**src/rtl/mips_pkg.sv**
```systemverilog
// Shared types and constants for the multi-cycle MIPS control unit.
package mips_pkg;

    typedef enum logic [3:0] {
        S_IDLE   = 4'd0,
        S_FETCH  = 4'd1,
        S_DECODE = 4'd2,
        S_MEMADR = 4'd3,
        S_MEMRD  = 4'd4,
        S_MEMWB  = 4'd5,
        S_MEMWR  = 4'd6,
        S_EXEC   = 4'd7,
        S_ALUWB  = 4'd8,
        S_BRANCH = 4'd9,
        S_JUMP   = 4'd10,
        S_ADDIEX = 4'd11,
        S_ADDIWB = 4'd12
    } state_e;

    typedef enum logic [2:0] {
        CLS_RTYPE   = 3'd0,
        CLS_MEM     = 3'd1,
        CLS_BEQ     = 3'd2,
        CLS_J       = 3'd3,
        CLS_ADDI    = 3'd4,
        CLS_ILLEGAL = 3'd5
    } op_class_e;

    localparam logic [5:0] OP_RTYPE = 6'b000000;
    localparam logic [5:0] OP_LW    = 6'b100011;
    localparam logic [5:0] OP_SW    = 6'b101011;
    localparam logic [5:0] OP_BEQ   = 6'b000100;
    localparam logic [5:0] OP_J     = 6'b000010;
    localparam logic [5:0] OP_ADDI  = 6'b001000;

    localparam logic [1:0] ALU_ADD   = 2'b00;
    localparam logic [1:0] ALU_SUB   = 2'b01;
    localparam logic [1:0] ALU_FUNCT = 2'b10;

endpackage

```
**src/rtl/multi_cycle_ctr_op_class.sv**
```systemverilog
// Combinational opcode classifier used by the DECODE state.
module op_class
    import mips_pkg::*;
#(
    parameter int ADDI_EN = 1
) (
    input  logic [5:0] opcode_i,
    output op_class_e  class_o
);

    // Map an opcode to its instruction class; addi is illegal when disabled.
    always_comb begin
        class_o = CLS_ILLEGAL;
        case (opcode_i)
            OP_RTYPE:     class_o = CLS_RTYPE;
            OP_LW, OP_SW: class_o = CLS_MEM;
            OP_BEQ:       class_o = CLS_BEQ;
            OP_J:         class_o = CLS_J;
            OP_ADDI:      class_o = (ADDI_EN != 0) ? CLS_ADDI : CLS_ILLEGAL;
            default:      class_o = CLS_ILLEGAL;
        endcase
    end

endmodule

```
**src/rtl/multi_cycle_ctr.sv**
```systemverilog
// Multi-cycle MIPS control FSM with optional memory handshake.
//
// state  | meaning
// IDLE   | post-reset, all outputs low
// FETCH  | read instruction, PC+4 when memory ready
// DECODE | latch opcode, compute branch target, dispatch
// MEMADR | compute load/store address
// MEMRD  | load data read
// MEMWB  | load write-back
// MEMWR  | store data write
// EXEC   | R-type ALU operation
// ALUWB  | R-type write-back
// BRANCH | beq compare and conditional PC update
// JUMP   | unconditional jump
// ADDIEX | addi ALU operation
// ADDIWB | addi write-back
module multi_cycle_ctr
    import mips_pkg::*;
#(
    parameter int MEM_HANDSHAKE = 1,
    parameter int ADDI_EN       = 1
) (
    input  logic       clk,
    input  logic       rst_n,
    input  logic [5:0] OpCode,
    input  logic       mem_ready,
    output logic       mem_req,
    output logic       IorD,
    output logic       IRWrite,
    output logic       PCWrite,
    output logic       Branch,
    output logic       RegDst,
    output logic       RegWr,
    output logic       MemWr,
    output logic       Mem2Reg,
    output logic       ALUSrcA,
    output logic [1:0] ALUSrcB,
    output logic [1:0] ALUOp,
    output logic [1:0] PCSrc,
    output logic       illegal_op,
    output logic       instr_done
);

    state_e     state_q, state_d;
    logic [5:0] op_q, op_d;
    op_class_e  op_cls;
    logic       rdy;

    assign rdy = (MEM_HANDSHAKE != 0) ? mem_ready : 1'b1;

    op_class #(.ADDI_EN(ADDI_EN)) u_op_class (
        .opcode_i (OpCode),
        .class_o  (op_cls)
    );

    // State and latched opcode registers.
    always_ff @(posedge clk or negedge rst_n) begin
        if (!rst_n) begin
            state_q <= S_IDLE;
            op_q    <= 6'b000000;
        end else begin
            state_q <= state_d;
            op_q    <= op_d;
        end
    end

    // Next-state logic; OpCode is only looked at in DECODE.
    always_comb begin
        state_d = state_q;
        op_d    = op_q;
        case (state_q)
            S_IDLE:   state_d = S_FETCH;
            S_FETCH:  if (rdy) state_d = S_DECODE;
            S_DECODE: begin
                op_d = OpCode;
                case (op_cls)
                    CLS_RTYPE: state_d = S_EXEC;
                    CLS_MEM:   state_d = S_MEMADR;
                    CLS_BEQ:   state_d = S_BRANCH;
                    CLS_J:     state_d = S_JUMP;
                    CLS_ADDI:  state_d = S_ADDIEX;
                    default:   state_d = S_FETCH;
                endcase
            end
            S_MEMADR: state_d = (op_q == OP_LW) ? S_MEMRD : S_MEMWR;
            S_MEMRD:  if (rdy) state_d = S_MEMWB;
            S_MEMWB:  state_d = S_FETCH;
            S_MEMWR:  if (rdy) state_d = S_FETCH;
            S_EXEC:   state_d = S_ALUWB;
            S_ALUWB:  state_d = S_FETCH;
            S_BRANCH: state_d = S_FETCH;
            S_JUMP:   state_d = S_FETCH;
            S_ADDIEX: state_d = S_ADDIWB;
            S_ADDIWB: state_d = S_FETCH;
            default:  state_d = S_IDLE;
        endcase
    end

    // Moore-style output decode, with rdy qualifying the handshake states.
    always_comb begin
        mem_req    = 1'b0;
        IorD       = 1'b0;
        IRWrite    = 1'b0;
        PCWrite    = 1'b0;
        Branch     = 1'b0;
        RegDst     = 1'b0;
        RegWr      = 1'b0;
        MemWr      = 1'b0;
        Mem2Reg    = 1'b0;
        ALUSrcA    = 1'b0;
        ALUSrcB    = 2'b00;
        ALUOp      = ALU_ADD;
        PCSrc      = 2'b00;
        illegal_op = 1'b0;
        instr_done = 1'b0;
        case (state_q)
            S_FETCH: begin
                mem_req = 1'b1;
                ALUSrcB = 2'b01;
                IRWrite = rdy;
                PCWrite = rdy;
            end
            S_DECODE: begin
                ALUSrcB    = 2'b11;
                illegal_op = (op_cls == CLS_ILLEGAL);
            end
            S_MEMADR: begin
                ALUSrcA = 1'b1;
                ALUSrcB = 2'b10;
            end
            S_MEMRD: begin
                mem_req = 1'b1;
                IorD    = 1'b1;
            end
            S_MEMWB: begin
                Mem2Reg    = 1'b1;
                RegWr      = 1'b1;
                instr_done = 1'b1;
            end
            S_MEMWR: begin
                mem_req    = 1'b1;
                IorD       = 1'b1;
                MemWr      = 1'b1;
                instr_done = rdy;
            end
            S_EXEC: begin
                ALUSrcA = 1'b1;
                ALUOp   = ALU_FUNCT;
            end
            S_ALUWB: begin
                RegDst     = 1'b1;
                RegWr      = 1'b1;
                instr_done = 1'b1;
            end
            S_BRANCH: begin
                ALUSrcA    = 1'b1;
                ALUOp      = ALU_SUB;
                PCSrc      = 2'b01;
                Branch     = 1'b1;
                instr_done = 1'b1;
            end
            S_JUMP: begin
                PCSrc      = 2'b10;
                PCWrite    = 1'b1;
                instr_done = 1'b1;
            end
            S_ADDIEX: begin
                ALUSrcA = 1'b1;
                ALUSrcB = 2'b10;
            end
            S_ADDIWB: begin
                RegWr      = 1'b1;
                instr_done = 1'b1;
            end
            default: ;
        endcase
    end

endmodule
```
**config.mk**
```make
export PLATFORM = sky130hd
export DESIGN_NAME = multi_cycle_ctr
export DESIGN_NICKNAME = d
export VERILOG_FILES = /design/src/rtl/mips_pkg.sv /design/src/rtl/multi_cycle_ctr_op_class.sv /design/src/rtl/multi_cycle_ctr.sv
export SDC_FILE = /design/constraint.sdc
export NUM_CORES = 1
export LEC_CHECK = 0
export ABC_AREA = 1
export BUFFER_PORTS_ARGS = -buffer_cell sky130_fd_sc_hd__buf_4
export CAP_MARGIN = 20
export CORE_MARGIN = 5
export CORE_UTILIZATION = 52
export CTS_BUF_LIST = sky130_fd_sc_hd__clkbuf_8 sky130_fd_sc_hd__clkbuf_16
export CTS_CLUSTER_SIZE = 40
export DETAILED_ROUTE_END_ITERATION = 7
export HOLD_SLACK_MARGIN = 0.12
export PLACE_DENSITY = 0.94
export SETUP_SLACK_MARGIN = 0.3
export SLEW_MARGIN = 20
export SYNTH_ARGS = -nofsm -noshare
export SYNTH_HDL_FRONTEND = slang
export SYNTH_SLANG_ARGS = --single-unit
```
**constraint.sdc**
```tcl
create_clock -name clk -period 2.5 [get_ports clk]
set_input_delay 0.375 -clock clk [delete_from_list [all_inputs] [get_ports clk]]
set_output_delay 0.375 -clock clk [all_outputs]
set_load 0.01 [all_outputs]
```
# ---- Yosys cells after proc, flatten, opt, wreduce, memory -nomap -nowiden
# Index checks and enable logic that the tools add are counted.
# Widths: inputs -> output; s select.
dict set report classes {
  eq_ne 26
  n_mux 22
  reduce_logical 12
}
# cell n
set op_table {}
lappend op_table {{$pmux 4 s8} 1}
lappend op_table {{$eq 4x4->1 const B} 5}
lappend op_table {{$pmux 4 s5} 1}
lappend op_table {{$eq 6x6->1 const B} 3}
lappend op_table {{$eq 4x3->1 const B} 4}
lappend op_table {{$pmux 3 s5} 1}
lappend op_table {{$mux 4} 3}
lappend op_table {{$mux 1} 10}
lappend op_table {{$eq 4x2->1 const B} 2}
lappend op_table {{$pmux 2 s2} 2}
lappend op_table {{$eq 3x2->1 const B} 2}
lappend op_table {{$eq 3x3->1 const B} 2}
lappend op_table {{$eq 6x2->1 const B} 1}
lappend op_table {{$eq 6x3->1 const B} 1}
lappend op_table {{$eq 6x4->1 const B} 1}
lappend op_table {{$logic_not 6->1} 1}
lappend op_table {{$ne 2x2->1 const B} 3}
lappend op_table {{$pmux 2 s3} 1}
lappend op_table {{$reduce_or 2->1} 3}
lappend op_table {{$reduce_or 3->1} 2}
lappend op_table {{$reduce_or 6->1} 1}
lappend op_table {{$reduce_or 5->1} 1}
lappend op_table {{$eq 4x1->1 const B} 1}
lappend op_table {{$logic_not 4->1} 1}
lappend op_table {{6 further kinds} 7}
dict set report totals {
  ff_bits 10
  input_bits 9
  out_inout_bits 18
}

# ---- Logic depth before layout (Yosys ltp)
# Gate-level depths: netlist (run 1).
dict set report logic_depth {
  ltp_word 6
  depth_mapped 9
}

# ---- By module
# From an unflattened synthesis (run 1), not the netlist that was laid out.
dict set report hier_totals {
  cells_unflattened 132
  area_unflattened_um2 794.5
}
# mod n_inst cells_each area_per_inst_um2 seq_area_each_um2
set by_module_without_submodules {}
lappend by_module_without_submodules {multi_cycle_ctr 1 108 686.9 250.2}
lappend by_module_without_submodules {op_class 1 24 107.6 0.0}

# ---- Worst setup path after synthesis (run 1)
# OpenSTA, ideal clock, no wires.
dict set report synth_path {
  path_kind {reg2out}
  start {register state_q[3]}
  end {output port illegal_op}
  arrival_ns 1.160
  path_slack_ns 0.965
  path_stages_with_launch 7
  path_buffers 1
  path_cell_list {dfrtp_1 -> nor2_2 -> inv_2 -> nor2_8 -> inv_4 -> buf_6 -> nor3_2}
}
dict set report synth_via {
  elab_chain_len 2
}
# element line_no
set synth_rtl {}
lappend synth_rtl {{start: declaration} multi_cycle_ctr.sv:44} ;# state_e state_q, state_d;
lappend synth_rtl {{start signal: assignment} multi_cycle_ctr.sv:62} ;# state_q <= state_d;
lappend synth_rtl {{$eq 4x2->1} multi_cycle_ctr.sv:116} ;# case (state_q)
lappend synth_rtl {{$mux 1} multi_cycle_ctr.sv:116}
lappend synth_rtl {{end: declaration} multi_cycle_ctr.sv:40} ;# output logic illegal_op,
# Every way passes these cells.

# ---- Worst setup path in the final report (run 1)
dict set report layout_path {
  start {register state_q[3]}
  end {output port instr_done}
}
dict set report layout_via {
  elab_chain_len 3
  elab_cells_between_ends 8
  cone_classes {6 x eq/ne; 1 x mux; 1 x reduce/logical}
}
# element line_no
set layout_rtl {}
lappend layout_rtl {{$eq 4x4->1 / $eq 4x3->1 (equally long branches)} multi_cycle_ctr.sv:116}
lappend layout_rtl {{$reduce_or 5->1 (no line)} --}
lappend layout_rtl {{$pmux 1 s2 *} multi_cycle_ctr.sv:116}
lappend layout_rtl {{end: declaration} multi_cycle_ctr.sv:41} ;# output logic instr_done
# Mark *: on every way between the ends. The rest lies on a longest branch, timed or not.

==> key figures, run 1 <==
Critical path
  • Setup CP Type: register to output pin
  • Worst setup endpoint: instr_done
  • CP Data Arrival Time: 1.59 ns
  • Reg-to-reg endpoint: state_q[1]
  • Worst R2R Setup Slack: approximately 1.2 ns
  • CP top delay family: flip-flops
  • Worst setup startpoint: state_q[3]
  • R2R depth: 9
  • R2R Path Start: state_q[3]
  • Req. time, crit path: 2.12 ns
  • Crit path max fanout: 5
  • Max incr delay on CP: 0.45 ns
  • CP max stage cell: dfrtp_1
  • Crit-path cells: inv_1, nor2_1, inv_1, nor2_1, inv_1, o2111ai_1, buf_4
  • Top cell by count, worst path: inv_1
  • Levels on crit path: 7
  • Crit path capture type: output pin
  • Worst setup SP type: register
  • Worst path bufs/invs: 4

Power
  • Net Sw Frac: 45.0%
  • Max rail drop VDD: 0.000765 V
  • P_leak: 0.583 nW
  • Seq pwr share: a little over a quarter
  • Net switching power: approximately 520 µW
  • Power density cells: 1130 nW/µm²
  • Int Pwr: roughly 630 µW
  • Clock power frac: a little under a fifth
  • Comb pwr share: 55.8%

Clock network
  • Post-CTS Setup Bufs: 0
  • Worst-Skew Late Latency: ~0.25 ns
  • Clock slew at reported path FFs: 0.05 ns
  • Clock sinks: 10
  • Total CTS buffers: 3
  • Number of H-tree levels: 1
  • Clk Tree Root Cell: clkbuf_8
  • Longest Clk Path Bufs: 2
  • Post-CTS Resized: 0
  • TritonCTS clock tree: done

Logic synthesis
  • Syn Inst Count: 120
  • Most numerous cell in the Yosys netlist: nand2_1
  • Post-synth EDFFs: 0
  • Top FF cell, synth: dfrtp_1
  • Netlist Area Pre-Place: ~770 µm²
  • Async SR Flop Fraction: 100%
  • Area leader, netlist: dfrtp_1
  • Synth area leaders: dfrtp_1 (33%), nand2_1 (15%), inv_1 (9.8%)
  • Synthesized net count: ~130
  • Synth cell types: 20
  • Post-synthesis sequential area ratio: between 30% and 40%
  • Synthesis Warnings: 0
  • Avg Inst Size Synth: roughly 6.4 µm²
  • Area share of the largest cell type after synthesis: 32.5%
  • Most instantiated cells after synthesis: nand2_1 (30), inv_1 (20), nor2_1 (18), dfrtp_1 (10), nand3_1 (10)
  • #FFs+latches synth: 10

Global route
  • Overall routing resource usage: around a fifth
  • Number of global-route vias before repair: a little under 800
  • Initial antenna violation count: 0
  • Largest net degree at the start of global routing: 13
  • Grt total ovfl: 0
  • First-pass GRT wire length: ~3.7 mm

Floorplanning
  • Die W: around 48 µm
  • Core Region: ~1400 µm²
  • DIE AREA: 2350 µm²
  • Die H: 48.5 µm
  • Rows: 13
  • Starting Density: approximately 57%
  • Number of I/O pins: 27

Drt
  • Initial DRC count: 66
  • Via count: between 800 and 900
  • Vias per inst: around 5.4
  • Post-DR wirelength/cell: about 14 µm
  • Total wire length: about 2.3 mm
  • Routed Antenna Nets: 0
  • DRC viols: 0
  • First-pass DRT Iterations: 4

Timing
  • Slew Viols, Final: 0
  • Slew of the pin with the lowest slew margin: about 0.29 ns
  • Worst rel slew slack: between 80% and 90%
  • Clock period minus worst slack: between 1.5 and 2 ns
  • FMAX: just over 500 MHz
  • Post-Route Skew: around 0.0096 ns
  • RSZ-0062 raised after global routing: no
  • Hold WS: between 0.3 and 0.4 ns
  • Setup TNS: 0 ns
  • Setup WS post-layout: roughly 0.54 ns
  • Setup violators final: 0
  • Fin crit share: about four fifths
  • Final Hold Fails: 0

Placed design
  • # port buffers: 26
  • Worst slack, placed: 0.847 ns
  • Post-DP Area: about 960 µm²
  • Placer Congestion: between 0.8 and 0.9
  • Hpwl dp: between 1.5 and 2 mm

Finish
  • Share of post-route cells with drive strength above 1: between 20 and 30%
  • Antenna diodes: 0
  • NumNets Final: 158
  • Storage element area: around 250 µm²
  • Final std cell area, no fill: 1020 µm²
  • Fin util: 75.7%
  • P&R area growth vs syn: 32.8%
  • Multi-input gate area: 404 µm²
  • Fillers: between 90 and 100

Flow run
  • Number of max-cap violations: 0

Status
  • Status: finished clean

Hold path
  • Worst Hold Class: primary input to register
[flip-flops by register name (all words and copies together), names as in the netlist]
| name | cells |
|---|---|
| op_q | 6 |
| state_q | 4 |
[cells in the final DEF, fill, tap and decap left out, types with 4 or more instances in the layout]
cell type	n
nand3_1	10
inv_1	20
nor2_2	4
clkbuf_8	4
o21ai_0	4
o21ai_1	4
buf_4	26
nand2_1	30
nand4_1	5
dfrtp_1	10
nor2_1	18
[how the worst min path moves through the flow]
stage | start | to | slack (ns) | cells after the start
finish | mem_ready | state_q[0] | 0.32 | 2
global route | mem_ready | state_q[0] | 0.32 | 2
CTS | mem_ready | state_q[0] | 0.32 | 2
detailed placement | rst_n | state_q[2] | 0.21 | 1
global placement | rst_n | state_q[3] | 0.21 | 1
floorplan | rst_n | op_q[0] | 0.08 | 0
[power groups by stage]
stage	sequential (mW)	clock (mW)	combinational, mW
6_report	0.300	0.210	0.644
5_1_grt	0.312	0.220	0.713
4_1_cts	0.298	0.210	0.637
3_5_place_dp	0.301	0	0.632
3_3_place_gp	0.293	0	0.620
2_1_floorplan	0.283	0	0.428
[kinds of logic after synthesis]
kind of cell	share of synthesized area [%]
buffers and inverters	15.0
flip-flops	32.5
AND/OR/NAND/NOR	43.7
AO/OA/AOI/OAI	8.78
[through the flow]
step	std cells	power (mW)
floorplan	120	0.711
global placement	158	0.913
detailed placement	158	0.933
CTS	163	1.15
global route	163	1.25
finish	163	1.15
[worst reg2reg max path: stages (launching register included)]
cell and delay, ns:
dfrtp_1 0.45, nor2_2 0.16, inv_2 0.09, nor2_8 0.15
inv_4 0.09, nor2_1 0.11, nand2_1 0.06, nand3_1 0.07
nand2_1 0.05, nand2_1 0.05
[repair_timing]
item,CTS,global route
endpoints found under the setup margin,0,0
hold endpoints to repair,10,0
hold buffers,1,0
[metal layers]
layer  global-route usage [%]  wire length, µm  vias up
li1                         -                -      431
met1                     24.8              928      385
met2                     29.1             1050       51
met3                     5.50              185       11
met4                     12.1               95        0
met5                        0                0        -
[area by class of cell]
cell class | count | area share [%]
multi-input combinational | 84 | 39.5
inverter | 23 | 8.69
sequential | 10 | 24.5
tap | 15 | 1.84
timing repair buffer | 27 | 20.1
clock buffer | 4 | 5.39
(Power assumes the default switching activity.)
==> run 2: changes to the inputs <==
- ABC_AREA: 1 -> 0
- CORE_UTILIZATION: 52 -> 48
- PLACE_DENSITY: 0.94 -> 0.88
- clock period: 2.5 -> 2 ns (I/O delays scaled with it)
==> run 2 against run 1 <==
Effect of this change: clock skew down 0.0092 ns; worst hold slack got worse by 0.00084 ns; core utilization fell by 2.6 points; sequential share of layout area decreased by 1.5 points; flip-flop and latch count did not move; worst setup slack worse by 0.25 ns; largest cell class unchanged; critical endpoint unchanged; design area rose by 7.7%; die area grew 6.3%.
==> key figures, run 2 <==
Critical path
  • CP max stage cell: maj3_1
  • CP Data Arrival Time: 1.41 ns (-0.18 ns)
  • Worst setup SP type: register
  • Max incr delay on CP: 0.37 ns (-0.08 ns)
  • Req. time, crit path: 1.70 ns (-0.42 ns)
  • Top cell by count, worst path: buf_4
  • Crit path capture type: output pin
  • Crit path max fanout: 11 (+6)
  • Setup CP Type: register to output pin
  • Crit-path cells: buf_4, maj3_1, a21oi_2, buf_4
  • Worst path bufs/invs: 2 (-2)
  • CP top delay family: adder cells

Power
  • Net switching power: 710 µW (+37%)
  • Clock power frac: 11.4% (-6.8 points)
  • Comb pwr share: 66.0% (+10 points)
  • Max rail drop VDD: 0.000842 V (+10%)
  • P_leak: 0.514 nW (-12%)
  • Power density cells: 1570 nW/µm² (+39%)
  • Int Pwr: 1.02 mW (+61%)
  • Total Power: 1.73 mW (+50%)
  • Seq pwr share: 22.6% (-3.4 points)
  • Net Sw Frac: 41.0% (-4.0 points)

Global route
  • Largest net degree at the start of global routing: 12 (-1)
  • Initial antenna violation count: 0 (unchanged)
  • Overall routing resource usage: 17.9% (-1.7 points)
  • Number of global-route vias before repair: 787 (+0.13%)
  • First-pass GRT wire length: 3.55 mm (-3.6%)
  • Grt total ovfl: 0 (unchanged)

Logic synthesis
  • Area share of the largest cell type after synthesis: 32.6% (+0.11 points)
  • Top FF cell, synth: dfrtp_1
  • Most numerous cell in the Yosys netlist: nor2_1
  • Async SR Flop Fraction: 100% (unchanged)
  • Area leader, netlist: dfrtp_1
  • Synthesis Warnings: 0 (unchanged)
  • #FFs+latches synth: 10 (unchanged)
  • Synth area leaders: dfrtp_1 (33%), mux2_2 (13%), nor2_1 (6.9%)
  • Synthesized net count: 101 (-22%)
  • Synth cell types: 32 (+60%)
  • Syn Inst Count: 92 (-23%)
  • Avg Inst Size Synth: 8.34 µm² (+30%)
  • Post-synthesis sequential area ratio: 32.6% (+0.11 points)
  • Most instantiated cells after synthesis: nor2_1 (14), dfrtp_1 (10), mux2_2 (9), nand2_1 (9), a21oi_1 (8)
  • Netlist Area Pre-Place: 767 µm² (-0.33%)
  • Post-synth EDFFs: 0 (unchanged)

Timing
  • Setup WS post-layout: 0.290 ns (-0.246 ns)
  • Slew of the pin with the lowest slew margin: 0.340 ns (+0.0538 ns)
  • Worst rel slew slack: 77.1% (-3.7 points)
  • FMAX: around 580 MHz
  • Setup TNS: 0 ns (unchanged)
  • RSZ-0062 raised after global routing: yes
  • Setup violators final: 0 (unchanged)
  • Slew Viols, Final: 0 (unchanged)
  • Final Hold Fails: 0 (unchanged)
  • Post-Route Skew: 0.000323 ns (-0.00924 ns)
  • Fin crit share: 85.5%
  • Clock period minus worst slack: 1.71 ns

Finish
  • Antenna diodes: 0 (unchanged)
  • Top reg by flops: op_q
  • Commonest cells after routing, fill and taps aside: buf_4 (35), nor2_1 (12), nand2_1 (9), mux2_2 (9), dfrtp_1 (8)
  • Max reg flops: 6 (unchanged)
  • P&R area growth vs syn: 43.6%
  • NumNets Final: 134 (-15%)
  • Share of post-route cells with drive strength above 1: 47.2% (+19 points)
  • Final std cell area, no fill: 1100 µm² (+7.7%)
  • Fin util: 73.1% (-2.6 points)
  • Commonest non-fill, non-tap cell in the layout: buf_4
  • Regs by FF count: op_q: 6 flops, state_q: 4 flops

Placed design
  • Post-DP Area: 970 µm² (+1.3%)
  • Hpwl dp: 1.59 mm (-10%)
  • # port buffers: 26 (unchanged)
  • Placer Congestion: 0.870 (-0.30%)
  • Worst slack, placed: 0.192 ns (-0.655 ns)

Drt
  • Total wire length: 2.20 mm (-2.3%)
  • DRC viols: 0 (unchanged)
  • Vias per inst: 6.00 (+11%)
  • Via count: 834 (-5.0%)
  • Post-DR wirelength/cell: 15.8 µm (+15%)
  • Initial DRC count: 28 (-58%)
  • First-pass DRT Iterations: 4 (unchanged)
  • Routed Antenna Nets: 0 (unchanged)

Clock network
  • Total CTS buffers: 3 (unchanged)
  • Clock sinks: 10 (unchanged)
  • Number of H-tree levels: 1 (unchanged)
  • Clock slew at reported path FFs: 0.04 ns (about the same)
  • TritonCTS clock tree: done
  • Clk Tree Root Cell: clkbuf_8
  • Worst-Skew Late Latency: 0.23 ns (-0.02 ns)
  • Longest Clk Path Bufs: 2 (unchanged)

Floorplanning
  • Core Region: 1510 µm² (+12%)
  • Starting Density: 50.9% (-6.1 points)
  • DIE AREA: 2500 µm² (+6.3%)
  • Number of I/O pins: 27 (unchanged)
  • Die W: 50.0 µm (+3.1%)
  • Die H: 50.0 µm (+3.1%)
  • Rows: 14 (+1)

Status
  • Status: finished clean

Flow run
  • Number of max-cap violations: 0 (unchanged)

Hold path
  • Worst Hold Class: primary input to register
==> run 2: changes by cell type after synthesis, sizes merged, moves of 4 or more <==
cell and change:
nand2b +4, nand2 -23, inv -21, nor2 -8, o21ai -7, clkbuf +6, nand4 -5, a21oi +6
nand3 -10, mux2 +9
==> run 2: metal layers <==
metal	GRT usage [%]	share of wire (%)	wire length, µm
met4	7.86	0.91	20
met1	19.7	40	879
met2	31.1	50	1110
met3	5.12	8.9	195
met5	0	0	0
==> run 2: timing repair <==
item,in CTS,in global routing
pin swaps,3,1
hold endpoints to repair,10,0
gates resized for setup,6,6
hold buffers,1,0
endpoints found under the setup margin,7,9
setup buffers,1,5
==> run 2: final timing paths <==
path / startpoint / end / slack (ns) / cells after the start
max: state_q[2] / instr_done / 0.29 / 4
min: mem_ready / state_q[1] / 0.32 / 2
max reg2reg: op_q[3] / state_q[1] / 0.31 / 4
min reg2reg: op_q[0] / op_q[0] / 0.52 / 1
max in group asynchronous: rst_n / state_q[0] / 1.41 / 2
min in group asynchronous: rst_n / op_q[4] / 0.44 / 2
==> run 2: area by class of cell <==
class	count	area (µm²)
multi-input combinational	71	495
fill	122	405
timing repair buffer	37	284
sequential	10	253
clock buffer	3	41.3
tap	16	20.0
inverter	2	7.51
==> run 2: power groups by stage <==
stage | Combinational, mW | Sequential, mW | Clock, mW
after floorplan | 0.662 | 0.336 | 0
after global placement | 0.936 | 0.385 | 0
after detailed placement | 0.965 | 0.393 | 0
after global routing | 1.25 | 0.399 | 0.216
final | 1.14 | 0.391 | 0.198
after CTS | 1.01 | 0.404 | 0.203
==> run 2: per-stage QoR <==
step / instances / hold WS, ns
after floorplan: 92 / 0.00441
after global placement: 129 / 0.135
after detailed placement: 129 / 0.136
after CTS: 134 / 0.312
after global routing: 139 / 0.312
final: 139 / 0.318
==> run 2: kinds of logic (layout without fill, tap and decap cells) <==
logic type	Yosys count	count (layout)	synth area share, %
XOR/XNOR	1	1	1.14
AND/OR/NAND/NOR	38	38	25.0
AO/OA/AOI/OAI	22	22	20.2
multiplexers	9	9	13.2
adder cells (fa/ha/maj)	1	1	1.31
buffers and inverters	11	42	6.52
flip-flops	10	10	32.6
==> run 3: changes to the inputs <==
- CORE_UTILIZATION: 48 -> 35
- CTS_BUF_LIST: sky130_fd_sc_hd__clkbuf_8 sky130_fd_sc_hd__clkbuf_16 -> sky130_fd_sc_hd__clkbuf_4
- PLACE_DENSITY: 0.88 -> 0.7
==> run 3 against run 2 <==
Effect of this change: die area rose by 29%; total power rose by 13%; clock-buffer cell count did not move; global-route usage fell by 3.4 points; sequential share of layout area fell by 2.7 points; worst hold slack got worse by 0.050 ns; register-to-register slack improved by 0.03 ns.
==> key figures, run 3 (synthesized netlist as in run 2, its figures left out) <==
Floorplanning
  • Die H: 56.8 µm (+14%)
  • Number of I/O pins: 27 (unchanged)
  • DIE AREA: 3230 µm² (+29%)
  • Core Region: 2150 µm² (+43%)
  • Die W: 56.8 µm (+14%)
  • Rows: 17 (+3)
  • Starting Density: 35.7% (-15 points)

Critical path
  • Levels on crit path: 4 (unchanged)
  • Worst R2R Setup Slack: 0.34 ns (+0.03 ns)
  • Worst setup endpoint: mem_req
  • R2R Path Start: op_q[3]
  • Max incr delay on CP: 0.46 ns (+0.09 ns)
  • Crit-path cells: nand2b_4, mux2_2, nor2_1, buf_4
  • Setup CP Type: register to output pin
  • R2R depth: 4 (unchanged)
  • Worst setup SP type: register
  • Worst setup startpoint: state_q[1]
  • Worst path bufs/invs: 1 (-1)
  • CP max stage cell: dfrtp_2
  • CP Data Arrival Time: 1.39 ns (-0.02 ns)
  • Req. time, crit path: 1.70 ns (about the same)
  • CP top delay family: flip-flops
  • Reg-to-reg endpoint: state_q[1]
  • Crit path max fanout: 7 (-4)
  • Crit path capture type: output pin

Placed design
  • Hpwl dp: 1.58 mm (-0.45%)
  • Placer Congestion: 0.803 (-7.7%)
  • # placed instances: 142 (+10%)
  • # port buffers: 26 (unchanged)

Power
  • Max rail drop VDD: 0.000680 V (-19%)
  • Total Power: 1.96 mW (+13%)
  • P_leak: 0.587 nW (+14%)
  • Power density cells: 1570 nW/µm² (-0.27%)

Timing
  • Clock period minus worst slack: 1.69 ns (-0.0166 ns)
  • FMAX: 590 MHz (+0.98%)
  • Final Hold Fails: 0 (unchanged)
  • Setup violators final: 0 (unchanged)
  • Hold WS: 0.268 ns (-0.0503 ns)
  • Fin crit share: 84.7% (-0.83 points)
  • Slew Viols, Final: 0 (unchanged)
  • RSZ-0062 raised after global routing: yes
  • Slew of the pin with the lowest slew margin: 0.386 ns (+0.0458 ns)
  • Setup TNS: 0 ns (unchanged)
  • Worst rel slew slack: 74.0% (-3.1 points)
  • Post-Route Skew: 0.00849 ns (+0.00817 ns)

Global route
  • Largest net degree at the start of global routing: 12 (unchanged)
  • First-pass GRT wire length: 3.77 mm (+6.2%)
  • Grt total ovfl: 0 (unchanged)
  • Initial antenna violation count: 0 (unchanged)
  • Overall routing resource usage: 14.5% (-3.4 points)
  • Number of global-route vias before repair: 823 (+4.6%)

Finish
  • P&R area growth vs syn: 63.0%
  • Fillers: 209 (+71%)
  • Share of post-route cells with drive strength above 1: 58.7% (+12 points)
  • Top reg by flops: op_q
  • Max reg flops: 6 (unchanged)
  • Antenna diodes: 0 (unchanged)
  • Commonest non-fill, non-tap cell in the layout: buf_4
  • Non-filler instance count after layout: 166 (+19%)
  • Regs by FF count: op_q: 6 flops, state_q: 4 flops
  • Commonest cells after routing, fill and taps aside: buf_4 (48), nor2_1 (11), nand2_1 (9), mux2_2 (9), dfrtp_1 (8)
  • NumNets Final: 148 (+10%)

Hold path
  • Worst Hold Class: primary input to register

Drt
  • Routed Antenna Nets: 0 (unchanged)
  • DRC viols: 0 (unchanged)
  • Vias per inst: 5.48 (-8.7%)
  • First-pass DRT Iterations: 4 (unchanged)
  • Post-DR wirelength/cell: 15.2 µm (-4.2%)
  • Initial DRC count: 21 (-25%)
  • Total wire length: 2.52 mm (+14%)
  • Via count: 909 (+9.0%)

Clock network
  • TritonCTS clock tree: done
  • Clk Tree Root Cell: clkbuf_4
  • Number of H-tree levels: 1 (unchanged)
  • Clock slew at reported path FFs: 0.07 ns (+0.03 ns)
  • Clock sinks: 10 (unchanged)
  • Longest Clk Path Bufs: 2 (unchanged)
  • Worst-Skew Late Latency: 0.27 ns (+0.04 ns)
  • Total CTS buffers: 3 (unchanged)

Status
  • Status: finished clean

Flow run
  • Number of max-cap violations: 0 (unchanged)
-- run 3: cell count changes in the layout (fill, tap and decap cells not counted), moves of 2 or more --
cell / previous run / this run
a21oi_1: 7 / 5
a21oi_2: 1 / 3
nand2b_1: 2 / 0
buf_4: 35 / 48
clkbuf_4: 0 / 3
clkbuf_8: 3 / 0
-- run 3: worst min path at each step --
stage                      end  cells past startpoint      start  slack (ns)
floorplan              op_q[0]                      0      rst_n       0.004
detailed placement     op_q[0]                      1      rst_n        0.14
global route        state_q[1]                      2  mem_ready        0.28
finish              state_q[1]                      2  mem_ready        0.27
global placement       op_q[0]                      1      rst_n        0.14
CTS                 state_q[1]                      2  mem_ready        0.25
-- run 3: timing repair --
action | in CTS | in global routing
hold buffers | 1 | 0
endpoints found under the hold margin | 10 | 0
resized for setup | 9 | 15
setup buffers | 6 | 13
pin swaps | 4 | 5
setup endpoints to repair | 11 | 11
-- run 3: cell type report --
type	count	area [µm²]	area share (%)
clock buffers	3	22.5	1.80
clock inverters	1	3.75	0.300
inverters	2	7.51	0.601
multi-input cells	71	536	42.8
flip-flops and latches	10	253	20.2
well taps	28	35.0	2.80
repair buffers	51	393	31.4
-- run 3: through the flow --
| step | setup WS [ns] | util (%) | cell area, µm² |
|---|---|---|---|
| 4_1_cts | 0.256 | 51.4 | 1100 |
| 2_1_floorplan | 0.356 | - | 767 |
| 3_3_place_gp | 0.251 | 46.2 | 992 |
| 5_1_grt | 0.257 | 58.2 | 1250 |
| 6_report | 0.306 | 58.2 | 1250 |
| 3_5_place_dp | 0.259 | 46.2 | 992 |
-- run 3: report_power, final --
group          switching, mW  internal [mW]  leakage (nW)
clock                 0.0750         0.0721        0.0154
combinational          0.638          0.774         0.452
sequential            0.0931          0.307         0.119
-- run 3: routing by layer --
layer / vias up / GRT usage [%] / share of wire, %
met5: - / 0 / 0
met4: 0 / 5.96 / 1.3
met3: 6 / 2.99 / 7.4
met2: 40 / 24.1 / 49
met1: 434 / 18.2 / 42
li1: 429 / - / -
